**src/rtl/cp_id_ex_pipe_pkg.sv**
```systemverilog
// Shared CP definitions used by the ID/EX stage: datapath widths,
// control-bundle field widths and the encodings that make up a pipeline bubble.
package cp_id_ex_pipe_pkg;

   localparam int CP_DATA_WIDTH         = 32;
   localparam int CP_RF_INDEX_WIDTH     = 5;
   localparam int CP_I_MEM_ADDR_WIDTH   = 16;
   localparam int CP_PC_WIDTH           = CP_I_MEM_ADDR_WIDTH - 2;

   localparam int CP_ALU_OP_WIDTH       = 4;
   localparam int CP_MULSHLOG_OP_WIDTH  = 3;
   localparam int CP_WRITEBACK_WIDTH    = 2;

   localparam logic [CP_ALU_OP_WIDTH-1:0]      RISC24_CP_ALU_OP_ADD      = 4'b0001;
   localparam logic [CP_MULSHLOG_OP_WIDTH-1:0] RISC24_CP_MULSHLOG_OP_AND = 3'b100;

   // Bit 0 of the writeback field is the register-file write enable.
   localparam logic [CP_WRITEBACK_WIDTH-1:0]   CP_WB_NONE    = 2'b00;
   localparam logic [CP_WRITEBACK_WIDTH-1:0]   CP_WB_ALU     = 2'b01;
   localparam logic [CP_WRITEBACK_WIDTH-1:0]   CP_WB_MULSHLOG = 2'b11;

endpackage

```
**src/rtl/cp_id_ex_pipe_fwd_mux.sv**
```systemverilog
// Operand forwarding select for one source index: the EX result, then the
// register-file write port, then the raw register-file read data.
module cp_fwd_mux #(
   parameter int DATA_W = 32,
   parameter int RFI_W  = 5
) (
   input  logic [RFI_W-1:0]  iAddr,
   input  logic [DATA_W-1:0] iRawData,
   input  logic [DATA_W-1:0] iExData,
   input  logic [RFI_W-1:0]  iExAddr,
   input  logic              iExEnable,
   input  logic [DATA_W-1:0] iWbData,
   input  logic [RFI_W-1:0]  iWbAddr,
   input  logic              iWbEnable,
   output logic [DATA_W-1:0] oData
);

   // EX holds the newer value, so it wins when both stages target this index.
   always_comb begin
      oData = iRawData;
      if (iExEnable && (iExAddr == iAddr)) begin
         oData = iExData;
      end else if (iWbEnable && (iWbAddr == iAddr)) begin
         oData = iWbData;
      end
   end

endmodule

```
**src/rtl/cp_id_ex_pipe.sv**
```systemverilog
// ID/EX pipeline register of the CP. Forwards EX/WB results onto the source
// operands, supports stall, bubble insertion and per-unit operand hold.
module cp_id_ex_pipe
   import cp_id_ex_pipe_pkg::*;
#(
   parameter int DATA_W = CP_DATA_WIDTH,
   parameter int RFI_W  = CP_RF_INDEX_WIDTH,
   parameter int PC_W   = CP_PC_WIDTH
) (
   input  logic                            iClk,
   input  logic                            iReset,
   input  logic                            iStall,
   input  logic                            iFlush,
   input  logic                            iDEC_Valid,
   input  logic [RFI_W-1:0]                iDEC_RF_Read_Addr_A,
   input  logic [RFI_W-1:0]                iDEC_RF_Read_Addr_B,
   input  logic [DATA_W-1:0]               iDEC_RF_Read_Data_A,
   input  logic [DATA_W-1:0]               iDEC_RF_Read_Data_B,
   input  logic                            iDEC_B_Is_Imm,
   input  logic [DATA_W-1:0]               iDEC_Imm,
   input  logic                            iDEC_Is_ALU,
   input  logic                            iDEC_Is_MULSHLOG,
   input  logic                            iDEC_Is_Multiplication,
   input  logic                            iDEC_Is_Shift,
   input  logic [CP_ALU_OP_WIDTH-1:0]      iDEC_ALU_Opcode,
   input  logic [CP_MULSHLOG_OP_WIDTH-1:0] iDEC_MULSHLOG_Opcode,
   input  logic [CP_WRITEBACK_WIDTH-1:0]   iDEC_RF_WriteBack,
   input  logic [RFI_W-1:0]                iDEC_RF_Write_Addr,
   input  logic                            iDEC_Update_Flag,
   input  logic                            iDEC_Update_P0,
   input  logic                            iDEC_Update_P1,
   input  logic [PC_W-1:0]                 iDEC_PC,
   input  logic [DATA_W-1:0]               iEX_Fwd_Data,
   input  logic [RFI_W-1:0]                iEX_Fwd_Addr,
   input  logic                            iEX_Fwd_Enable,
   input  logic [DATA_W-1:0]               iWB_Data,
   input  logic [RFI_W-1:0]                iWB_Addr,
   input  logic                            iWB_Enable,
   output logic [CP_ALU_OP_WIDTH-1:0]      oID_EX_ALU_Opcode,
   output logic [DATA_W-1:0]               oID_EX_ALU_Operand_A,
   output logic [DATA_W-1:0]               oID_EX_ALU_Operand_B,
   output logic [CP_MULSHLOG_OP_WIDTH-1:0] oID_EX_MULSHLOG_Opcode,
   output logic [DATA_W-1:0]               oID_EX_MULSHLOG_Operand_A,
   output logic [DATA_W-1:0]               oID_EX_MULSHLOG_Operand_B,
   output logic                            oID_EX_Is_Multiplication,
   output logic                            oID_EX_Is_Shift,
   output logic [RFI_W-1:0]                oID_EX_RF_Write_Addr,
   output logic [CP_WRITEBACK_WIDTH-1:0]   oID_EX_RF_WriteBack,
   output logic                            oID_EX_Update_Flag,
   output logic                            oID_EX_Update_P0,
   output logic                            oID_EX_Update_P1,
   output logic [PC_W-1:0]                 oID_EX_PC,
   output logic                            oID_EX_Valid
);

   logic [DATA_W-1:0] fwdA;
   logic [DATA_W-1:0] fwdB;
   logic [DATA_W-1:0] operandB;
   logic              load;
   logic              bubble;

   cp_fwd_mux #(.DATA_W(DATA_W), .RFI_W(RFI_W)) uFwdA (
      .iAddr     (iDEC_RF_Read_Addr_A),
      .iRawData  (iDEC_RF_Read_Data_A),
      .iExData   (iEX_Fwd_Data),
      .iExAddr   (iEX_Fwd_Addr),
      .iExEnable (iEX_Fwd_Enable),
      .iWbData   (iWB_Data),
      .iWbAddr   (iWB_Addr),
      .iWbEnable (iWB_Enable),
      .oData     (fwdA)
   );

   cp_fwd_mux #(.DATA_W(DATA_W), .RFI_W(RFI_W)) uFwdB (
      .iAddr     (iDEC_RF_Read_Addr_B),
      .iRawData  (iDEC_RF_Read_Data_B),
      .iExData   (iEX_Fwd_Data),
      .iExAddr   (iEX_Fwd_Addr),
      .iExEnable (iEX_Fwd_Enable),
      .iWbData   (iWB_Data),
      .iWbAddr   (iWB_Addr),
      .iWbEnable (iWB_Enable),
      .oData     (fwdB)
   );

   assign operandB = iDEC_B_Is_Imm ? iDEC_Imm : fwdB;

   // Flush overrides stall; an idle decoder also turns into a bubble.
   assign bubble = iFlush | (~iStall & ~iDEC_Valid);
   assign load   = ~iStall & iDEC_Valid & ~iFlush;

   // Control bundle: bubble values on reset/bubble, decoded values on load.
   always_ff @(posedge iClk) begin
      if (iReset || bubble) begin
         oID_EX_ALU_Opcode        <= RISC24_CP_ALU_OP_ADD;
         oID_EX_MULSHLOG_Opcode   <= RISC24_CP_MULSHLOG_OP_AND;
         oID_EX_Is_Multiplication <= 1'b0;
         oID_EX_Is_Shift          <= 1'b0;
         oID_EX_RF_WriteBack      <= CP_WB_NONE;
         oID_EX_Update_Flag       <= 1'b0;
         oID_EX_Update_P0         <= 1'b0;
         oID_EX_Update_P1         <= 1'b0;
         oID_EX_Valid             <= 1'b0;
      end else if (load) begin
         oID_EX_ALU_Opcode        <= iDEC_ALU_Opcode;
         oID_EX_MULSHLOG_Opcode   <= iDEC_MULSHLOG_Opcode;
         oID_EX_Is_Multiplication <= iDEC_Is_Multiplication;
         oID_EX_Is_Shift          <= iDEC_Is_Shift;
         oID_EX_RF_WriteBack      <= iDEC_RF_WriteBack;
         oID_EX_Update_Flag       <= iDEC_Update_Flag;
         oID_EX_Update_P0         <= iDEC_Update_P0;
         oID_EX_Update_P1         <= iDEC_Update_P1;
         oID_EX_Valid             <= 1'b1;
      end
   end

   // Operands of the unit not targeted keep their value so its inputs do not toggle.
   always_ff @(posedge iClk) begin
      if (iReset) begin
         oID_EX_ALU_Operand_A      <= '0;
         oID_EX_ALU_Operand_B      <= '0;
         oID_EX_MULSHLOG_Operand_A <= '0;
         oID_EX_MULSHLOG_Operand_B <= '0;
      end else begin
         if (load && iDEC_Is_ALU) begin
            oID_EX_ALU_Operand_A <= fwdA;
            oID_EX_ALU_Operand_B <= operandB;
         end
         if (load && iDEC_Is_MULSHLOG) begin
            oID_EX_MULSHLOG_Operand_A <= fwdA;
            oID_EX_MULSHLOG_Operand_B <= operandB;
         end
      end
   end

   // PC and destination index only change with a real instruction.
   always_ff @(posedge iClk) begin
      if (iReset) begin
         oID_EX_PC            <= '0;
         oID_EX_RF_Write_Addr <= '0;
      end else if (load) begin
         oID_EX_PC            <= iDEC_PC;
         oID_EX_RF_Write_Addr <= iDEC_RF_Write_Addr;
      end
   end

endmodule

```
**config.mk**
```make
export PLATFORM = sky130hd
export DESIGN_NAME = cp_id_ex_pipe
export DESIGN_NICKNAME = d
export VERILOG_FILES = /design/src/rtl/cp_id_ex_pipe_pkg.sv /design/src/rtl/cp_id_ex_pipe_fwd_mux.sv /design/src/rtl/cp_id_ex_pipe.sv
export SDC_FILE = /design/constraint.sdc
export NUM_CORES = 1
export LEC_CHECK = 0
export CORE_MARGIN = 8
export CORE_UTILIZATION = 35
export DETAILED_ROUTE_END_ITERATION = 6
export HOLD_SLACK_MARGIN = 0.03
export PLACE_DENSITY = 0.71
export REMOVE_ABC_BUFFERS = 1
export SYNTH_ARGS = -nofsm -noshare
export SYNTH_HDL_FRONTEND = slang
export SYNTH_HIERARCHICAL = 1
export SYNTH_SLANG_ARGS = --single-unit
```
**constraint.sdc**
```tcl
create_clock -name iClk -period 3.4 [get_ports iClk]
set_input_delay 1.02 -clock iClk [delete_from_list [all_inputs] [get_ports iClk]]
set_output_delay 1.02 -clock iClk [all_outputs]
set_load 0.005 [all_outputs]
```
==> tab_implementation.tex, run 1 <==
\begin{tabular}{lr}
\hline
Metric & Value \\
\hline
\multicolumn{2}{l}{\textbf{STA}} \\
\quad Worst-case hold slack & 0.452 ns \\
\quad Slew Limit Headroom & a little over half \\
\quad RSZ-0062 raised after global routing & false \\
\quad Fmax achieved & roughly 340 MHz \\
\quad Min Tclk post-route & between 2 and 3 ns \\
\quad Worst-margin pin slew & 0.695 ns \\
\quad Sum Neg Setup Slack & 0 ns \\
\quad Post-route worst setup slack & approximately 0.44 ns \\
\quad Part of the cycle the worst path needs & 87.0\% \\
\quad Final hold violation count & 0 \\
\quad Largest clock skew in the final design & 0 ns \\
\quad Endpoints failing setup & 0 \\
\quad Max-slew violation count & 0 \\
\multicolumn{2}{l}{\textbf{Logic synthesis}} \\
\quad Adder and majority cell fraction of the synthesized area & 0\% \\
\quad Per-instance average area after synthesis & 7.75 um2 \\
\quad Top-area cell type share of the netlist area & 40.9\% \\
\quad Share of synthesized area spent on multiplexers & 4.04\% \\
\quad Leading post-synthesis cells by cell area & sky130\_fd\_sc\_hd\_\_dfxtp\_1 41\%, sky130\_fd\_sc\_hd\_\_nand2\_1 9.4\%, sky130\_fd\_sc\_hd\_\_a211oi\_1 6.1\%, sky130\_fd\_sc\_hd\_\_a21oi\_1 6.0\%, sky130\_fd\_sc\_hd\_\_nand4\_1 5.2\% \\
\quad Post-Synth XOR/XNOR Area & 2.40\% \\
\quad Area fraction in compound gates after synthesis & 21.4\% \\
\quad Post-synthesis cell area & 0.00793 mm2 \\
\quad Synthesis warning total & 6 \\
\quad Main combinational cell family by area after synthesis & simple AND/OR/NAND/NOR gates \\
\quad Largest area contributor in the netlist & sky130\_fd\_sc\_hd\_\_dfxtp\_1 \\
\quad Number of synthesized register bits & 162 \\
\quad Sequential element share of the synthesized area & between 40\% and 50\% \\
\quad Share of synthesized cell area in and, or, nand and nor gates & about a quarter \\
\quad Count of different cell masters after synthesis & 27 \\
\quad Number of cells produced by synthesis & 1,023 \\
\multicolumn{2}{l}{\textbf{Run}} \\
\quad Reported max-cap violation count & 0 \\
\multicolumn{2}{l}{\textbf{Finish}} \\
\quad Final cell count without fillers & 1,645 \\
\quad Inserted Diodes & 0 \\
\quad Top library cells by usage in the layout, fill and taps aside & 381 x sky130\_fd\_sc\_hd\_\_clkdlybuf4s50\_1, 196 x sky130\_fd\_sc\_hd\_\_nand2\_1, 162 x sky130\_fd\_sc\_hd\_\_dfxtp\_1, 95 x sky130\_fd\_sc\_hd\_\_a21oi\_1, 67 x sky130\_fd\_sc\_hd\_\_nor2\_1 \\
\quad Most common library cell in the layout ignoring fill and taps & sky130\_fd\_sc\_hd\_\_clkdlybuf4s50\_1 \\
\quad Design Area, Final & around 0.013 mm2 \\
\quad P\&R area growth vs syn & 58.4\% \\
\quad Total number of nets in the final design & between 1,500 and 2,000 \\
\quad Fraction of final layout cells sized beyond drive strength 1 & 6.32\% \\
\multicolumn{2}{l}{\textbf{Worst setup path}} \\
\quad Critical path capture point type & flop \\
\quad Required time at the endpoint of the critical path & about 3.7 ns \\
\quad Crit-path cells & clkdlybuf4s50\_1, xnor2\_4, nand2\_1, buf\_12, o21ai\_0, a31oi\_1, mux2i\_1, a211oi\_1 \\
\quad CP max FO & 32 \\
\quad Critical Path Max Stage Delay & 0.58 ns \\
\quad Critical Path AT & 3.24 ns \\
\quad Launching element type of the critical path & input pin \\
\quad Critical Path Slowest Stage Cell & sky130\_fd\_sc\_hd\_\_clkdlybuf4s50\_1 \\
\quad Crit Path Category & input pin to flop \\
\multicolumn{2}{l}{\textbf{Routing}} \\
\quad Number of nets still failing antenna checks after routing & 0 \\
\quad Final Routed Wirelength & 37.5 mm \\
\quad Average detailed-routed wire length per instance & 22.8 um \\
\quad Total DRC errors in the routed layout & 0 \\
\quad Number of violations reported at the end of detailed-routing iteration 0 & 926 \\
\quad First-pass detailed-route iteration total & 5 \\
\quad Total via count in the routed design & 9,343 \\
\quad Detailed-route vias per instance & 5.68 \\
\multicolumn{2}{l}{\textbf{Floorplanning}} \\
\quad DIE HEIGHT & 166 um \\
\quad Number of top-level design ports & 385 \\
\quad Total Die Area & 0.0277 mm2 \\
\quad Core outline area & 0.0224 mm2 \\
\quad Effective utilization at floorplan & a little over a third \\
\quad Row cnt & 55 \\
\quad Die extent in x & 166 um \\
\multicolumn{2}{l}{\textbf{Power and ir drop}} \\
\quad Largest vdd supply drop & between 300 and 400 uV \\
\quad Leakage power & $\sim$4.1 nW \\
\quad Power density relative to cell area & 384 mW/mm2 \\
\multicolumn{2}{l}{\textbf{Place}} \\
\quad Gp weighted congestion & 0.924 \\
\quad I/O Buffers & 384 \\
\quad Half-perimeter wire length after placement & 27.2 mm \\
\quad Instance area after placement & around 0.012 mm2 \\
\quad Worst slack after detailed placement & 0.0788 ns \\
\quad Instance count after placement with tap cells included & 1,613 \\
\multicolumn{2}{l}{\textbf{CTS}} \\
\quad Sink count of the clock tree & 162 \\
\quad Hold bufs inserted after CTS & 0 \\
\quad CTS root buf & sky130\_fd\_sc\_hd\_\_clkbuf\_16 \\
\quad Buffer count from post-CTS setup fixing & 0 \\
\quad Buffers from clock root to sink, at most & 2 \\
\quad Insertion delay of the later-clocked pin in the worst-skew pair & 0.42 ns \\
\quad CTS tree & built \\
\quad Inserted Clock Buffers & 17 \\
\quad Clock-pin slew on the worst setup and hold paths & 0.07 ns \\
\quad H-tree lvl count & 4 \\
\quad CTS-repair resized insts & 0 \\
\multicolumn{2}{l}{\textbf{GRT}} \\
\quad First-pass GRT wire length & 56.3 mm \\
\quad GRT Total Usage & between 20\% and 30\% \\
\quad Number of global-route vias before repair & between 9,000 and 10,000 \\
\quad Antenna violations before repair & 0 \\
\quad Largest net degree at the start of global routing & 97 \\
\quad Total global routing overflow & 0 \\
\multicolumn{2}{l}{\textbf{Hold path}} \\
\quad Class of the worst hold path & flop to flop \\
\multicolumn{2}{l}{\textbf{Run status}} \\
\quad Outcome & complete, no violations \\
\hline
\end{tabular}
final cells by class:
type,count,area [um2]
fillers,2065,9880
repair buffers,417,4230
multi-input cells,749,4140
flip-flops and latches,162,3240
clock buffers,17,425
well taps,285,357
clock inverters,15,159
critical path, delay by kind of cell:
kind / cells / cell delay (ns)
buffers and inverters: 2 / 0.78
xor gates and xnor gates: 1 / 0.53
AOI/OAI and AO/OA: 3 / 0.47
and+or+nand+nor: 1 / 0.18
muxes: 1 / 0.24
stage by stage:
stage / util [%] / total power (W)
floorplan: - / 0.00231
global placement: 53.4 / 0.00293
detailed placement: 53.4 / 0.00294
CTS: 56.0 / 0.00486
global route: 56.0 / 0.00501
finish: 56.0 / 0.00482
cells in the mapped netlist, drive strengths merged:
master and n:
nand2 198, dfxtp 162, a21oi 95, nand4 68, nor2 67, o21ai 65
a211oi 64, a31oi 64, buf 64, nor3 64, clkbuf 48, mux2i 32
xnor2 20, and4 2, nand3b 2, nand4bb 2, nor4bb 2, or2 2
nor3b 1, or3b 1
path summary, 6_finish.rpt:
path	from	end	slack (ns)	depth (start not counted)
min	oID_EX_ALU_Operand_A[22]	oID_EX_ALU_Operand_A[22]	0.45	2
max	iWB_Addr[1]	oID_EX_MULSHLOG_Operand_B[10]	0.44	8
max reg2reg	oID_EX_MULSHLOG_Operand_B[20]	oID_EX_MULSHLOG_Operand_B[20]	2.64	2
min reg2reg	oID_EX_ALU_Operand_A[22]	oID_EX_ALU_Operand_A[22]	0.45	2
cell families after synthesis:
group                     after synthesis
and+or+nand+nor                       409
AOI/OAI and AO/OA                     288
DFF                                   162
buffers and inverters                 112
muxes                                  32
xor gates and xnor gates               20
sequential cells by signal (all words and copies together) (netlist names):
name                       count
oID_EX_ALU_Operand_A          32
oID_EX_ALU_Operand_B          32
oID_EX_RF_Write_Addr           5
oID_EX_Update_P1               1
oID_EX_PC                     14
oID_EX_Is_Multiplication       1
oID_EX_MULSHLOG_Opcode         3
oID_EX_Valid                   1
oID_EX_RF_WriteBack            2
oID_EX_Update_P0               1
oID_EX_Is_Shift                1
oID_EX_MULSHLOG_Operand_B     32
oID_EX_ALU_Opcode              4
oID_EX_MULSHLOG_Operand_A     32
oID_EX_Update_Flag             1
where the power goes:
part	switching, W	internal (W)	total, W
clock	0.000934	0.000983	0.00192
combinational	0.000458	0.000474	0.000931
sequential	0.0000270	0.00195	0.00198
layer usage:
metal / vias up / share of wire (%) / track usage [%]
li1: 4308 / - / -
met1: 4369 / 39 / 30.6
met2: 576 / 47 / 42.9
met3: 90 / 11 / 8.44
met4: 0 / 3.5 / 10.8
met5: - / 0 / 0
(Power assumes the default switching activity.)
==> run 2, diff against run 1 <==
- PLACE_DENSITY: 0.71 -> 0.72
==> run 2 against run 1 <==
First-iteration DRC count shrank 11%. Design area grew 0.37%. Setup slack gained 0.039 ns.
==> tab_implementation.tex, run 2 (same netlist as run 1, synthesis figures left out) <==
\begin{tabular}{lr}
\hline
Metric & Value \\
\hline
\multicolumn{2}{l}{\textbf{Hold path}} \\
\quad Class of the worst hold path & flop to flop \\
\quad Start point of the worst hold path & oID\_EX\_MULSHLOG\_Operand\_A[1] \\
\quad End of the worst hold path & oID\_EX\_MULSHLOG\_Operand\_A[1] \\
\quad Hold depth & 2 (unchanged) \\
\multicolumn{2}{l}{\textbf{Finish}} \\
\quad Final design utilization & 56.2\% (+0.21 points) \\
\quad Most common library cell in the layout ignoring fill and taps & sky130\_fd\_sc\_hd\_\_clkdlybuf4s50\_1 \\
\quad Design Area, Final & 0.0126 mm2 (+0.37\%) \\
\quad Final cell count without fillers & 1,648 (+0.18\%) \\
\quad Top library cells by usage in the layout, fill and taps aside & 381 x sky130\_fd\_sc\_hd\_\_clkdlybuf4s50\_1, 196 x sky130\_fd\_sc\_hd\_\_nand2\_1, 162 x sky130\_fd\_sc\_hd\_\_dfxtp\_1, 95 x sky130\_fd\_sc\_hd\_\_a21oi\_1, 67 x sky130\_fd\_sc\_hd\_\_nor2\_1 \\
\quad Fillers & 2,119 (+2.6\%) \\
\quad P\&R area growth vs syn & 59.0\% \\
\quad Fraction of final layout cells sized beyond drive strength 1 & 6.46\% (+0.14 points) \\
\quad Total number of nets in the final design & 1,572 (+0.13\%) \\
\multicolumn{2}{l}{\textbf{Place}} \\
\quad Instance area after placement & 0.0120 mm2 (+0.33\%) \\
\quad I/O Buffers & 384 (unchanged) \\
\quad Gp weighted congestion & 0.885 (-4.2\%) \\
\quad Half-perimeter wire length after placement & 27.5 mm (+0.89\%) \\
\quad Instance count after placement with tap cells included & 1,615 (+0.12\%) \\
\multicolumn{2}{l}{\textbf{Worst setup path}} \\
\quad Origin of the critical flop-to-flop path & oID\_EX\_MULSHLOG\_Operand\_B[31] \\
\quad CP max FO & 32 (unchanged) \\
\quad Critical Path AT & 3.25 ns (about the same) \\
\quad Launching element type of the critical path & input pin \\
\quad Critical path capture point type & flop \\
\quad Cells on worst reg2reg path & 2 (unchanged) \\
\quad Reg-to-reg critical path endpoint & oID\_EX\_MULSHLOG\_Operand\_B[31] \\
\quad Reg-to-reg setup timing slack & 2.62 ns (-0.02 ns) \\
\quad Crit Path Category & input pin to flop \\
\quad Critical path origin & iDEC\_RF\_Read\_Addr\_B[0] \\
\quad Required time at the endpoint of the critical path & 3.73 ns (+0.05 ns) \\
\multicolumn{2}{l}{\textbf{Floorplanning}} \\
\quad Number of top-level design ports & 385 (unchanged) \\
\quad DIE HEIGHT & 166 um (unchanged) \\
\quad Row cnt & 55 (unchanged) \\
\quad Effective utilization at floorplan & 35.3\% (unchanged) \\
\quad Die extent in x & 166 um (unchanged) \\
\quad Core outline area & 0.0224 mm2 (unchanged) \\
\quad Total Die Area & 0.0277 mm2 (unchanged) \\
\multicolumn{2}{l}{\textbf{Routing}} \\
\quad Detailed-route vias per instance & 5.75 (+1.2\%) \\
\quad Total via count in the routed design & 9,475 (+1.4\%) \\
\quad First-pass detailed-route iteration total & 5 (unchanged) \\
\quad Average detailed-routed wire length per instance & 23.5 um (+3.3\%) \\
\quad Final Routed Wirelength & 38.7 mm (+3.4\%) \\
\quad Total DRC errors in the routed layout & 0 (unchanged) \\
\quad Number of nets still failing antenna checks after routing & 0 (unchanged) \\
\quad Number of violations reported at the end of detailed-routing iteration 0 & 823 (-11\%) \\
\multicolumn{2}{l}{\textbf{GRT}} \\
\quad GRT Total Usage & 26.9\% (+0.89 points) \\
\quad Largest net degree at the start of global routing & 62 (-36\%) \\
\quad Total global routing overflow & 0 (unchanged) \\
\quad First-pass GRT wire length & 58.1 mm (+3.3\%) \\
\quad Number of global-route vias before repair & 9,481 (+3.6\%) \\
\quad Antenna violations before repair & 5 (+5) \\
\multicolumn{2}{l}{\textbf{STA}} \\
\quad RSZ-0062 raised after global routing & false \\
\quad Slew Limit Headroom & 46.5\% (-7.1 points) \\
\quad Sum Neg Setup Slack & 0 ns (unchanged) \\
\quad Min Tclk post-route & 2.92 ns (-0.0393 ns) \\
\quad Worst-margin pin slew & 0.802 ns (+0.107 ns) \\
\quad Part of the cycle the worst path needs & 85.9\% (-1.2 points) \\
\quad Fmax achieved & 342 MHz (+1.3\%) \\
\quad Final hold violation count & 0 (unchanged) \\
\quad Largest clock skew in the final design & 0 ns (unchanged) \\
\quad Endpoints failing setup & 0 (unchanged) \\
\quad Max-slew violation count & 0 (unchanged) \\
\multicolumn{2}{l}{\textbf{Power and ir drop}} \\
\quad Largest vdd supply drop & 278 uV (-12\%) \\
\quad Leakage power & 4.12 nW (+0.60\%) \\
\quad Power density relative to cell area & 385 mW/mm2 (+0.31\%) \\
\quad Cell internal pwr & 0.00342 W (+0.38\%) \\
\quad Sequential fraction of design power & 40.7\% (-0.3 points) \\
\quad Clock network fraction of design power & 39.8\% (about the same) \\
\quad Power spent charging and discharging nets & 0.00144 W (+1.4\%) \\
\quad Post-layout power & 0.00486 W (+0.68\%) \\
\quad Switching share of power & 29.6\% (+0.21 points) \\
\quad Gate power share & 19.4\% (about the same) \\
\multicolumn{2}{l}{\textbf{CTS}} \\
\quad CTS tree & built \\
\quad Inserted Clock Buffers & 17 (unchanged) \\
\quad H-tree lvl count & 4 (unchanged) \\
\quad CTS-repair resized insts & 0 (unchanged) \\
\quad Insertion delay of the later-clocked pin in the worst-skew pair & 0.42 ns (about the same) \\
\quad Clock-pin slew on the worst setup and hold paths & 0.07 ns (about the same) \\
\quad Sink count of the clock tree & 162 (unchanged) \\
\quad Buffers from clock root to sink, at most & 2 (unchanged) \\
\quad CTS root buf & sky130\_fd\_sc\_hd\_\_clkbuf\_16 \\
\quad Hold bufs inserted after CTS & 0 (unchanged) \\
\quad Buffer count from post-CTS setup fixing & 0 (unchanged) \\
\multicolumn{2}{l}{\textbf{Run}} \\
\quad Reported max-cap violation count & 0 (unchanged) \\
\multicolumn{2}{l}{\textbf{Run status}} \\
\quad Outcome & complete, no violations \\
\hline
\end{tabular}
==> run 2: cell types whose count changed in the layout (fill, tap and decap cells not counted), sizes merged <==
cell      change
diode         +1
clkinvlp      -1
buf           +2
inv           +1
==> run 2: power groups by stage <==
stage / clock network (W) / registers (W) / logic (W)
floorplan: 0 / 0.00202 / 0.000288
global placement: 0 / 0.00202 / 0.000922
detailed placement: 0 / 0.00202 / 0.000930
CTS: 0.00198 / 0.00198 / 0.000935
global route: 0.00207 / 0.00198 / 0.000997
finish: 0.00193 / 0.00198 / 0.000944
==> run 2: how the worst max path moves through the flow <==
| stage | endpoint | slack, ns | cells past startpoint |
|---|---|---|---|
| after floorplan | oID_EX_MULSHLOG_Operand_B[0] | -5.12 | 2 |
| after global placement | oID_EX_ALU_Operand_B[3] | 0.06 | 7 |
| after detailed placement | oID_EX_ALU_Operand_B[3] | 0.05 | 7 |
| after CTS | oID_EX_ALU_Operand_B[3] | 0.48 | 7 |
| after global routing | oID_EX_ALU_Operand_B[3] | 0.33 | 7 |
| final | oID_EX_ALU_Operand_B[3] | 0.48 | 7 |
==> run 2: critical path, cell delays in order <==
cell,delay (ns)
sky130_fd_sc_hd__clkdlybuf4s50_1,0.46
sky130_fd_sc_hd__xnor2_1,0.26
sky130_fd_sc_hd__nand4_2,0.14
sky130_fd_sc_hd__or2_2,0.63
sky130_fd_sc_hd__a31oi_1,0.35
sky130_fd_sc_hd__mux2i_1,0.14
sky130_fd_sc_hd__a211oi_1,0.24
==> run 2: metrics by stage <==
step           worst slack [ns]  hold slack, ns
2_1_floorplan             -5.12           0.447
3_3_place_gp             0.0597           0.440
3_5_place_dp             0.0467           0.446
4_1_cts                   0.481           0.456
5_1_grt                   0.327           0.467
6_report                  0.480           0.455
==> run 2: layout make-up <==
type                            instances  area (um2)  share of cell area [%]
Timing Repair Buffer                  419        4270                    33.9
Tap cell                              285         357                    2.83
Sequential cell                       162        3240                    25.7
Multi-Input combinational cell        749        4140                    32.9
Clock inverter                         15         163                    1.29
Antenna cell                            1        2.50                  0.0199
Clock buffer                           17         425                    3.38
==> run 2: per-layer routing <==
metal | wire length [um] | part of all wire [%] | up-vias | track usage (%)
li1 | - | - | 4325 | -
met4 | 1550 | 4.0 | 8 | 12.4
met1 | 14800 | 38 | 4410 | 30.9
met3 | 4340 | 11 | 100 | 9.46
met2 | 18000 | 47 | 632 | 44.4
met5 | 38 | 0.098 | - | 0
==> run 3, diff against run 2 <==
- CAP_MARGIN: not set -> 30
- SETUP_SLACK_MARGIN: not set -> 0.05
- SKIP_CTS_REPAIR_TIMING: not set -> 1
==> results of run 3 <==
The final DEF is identical to that of run 2; final timing and power are the same.
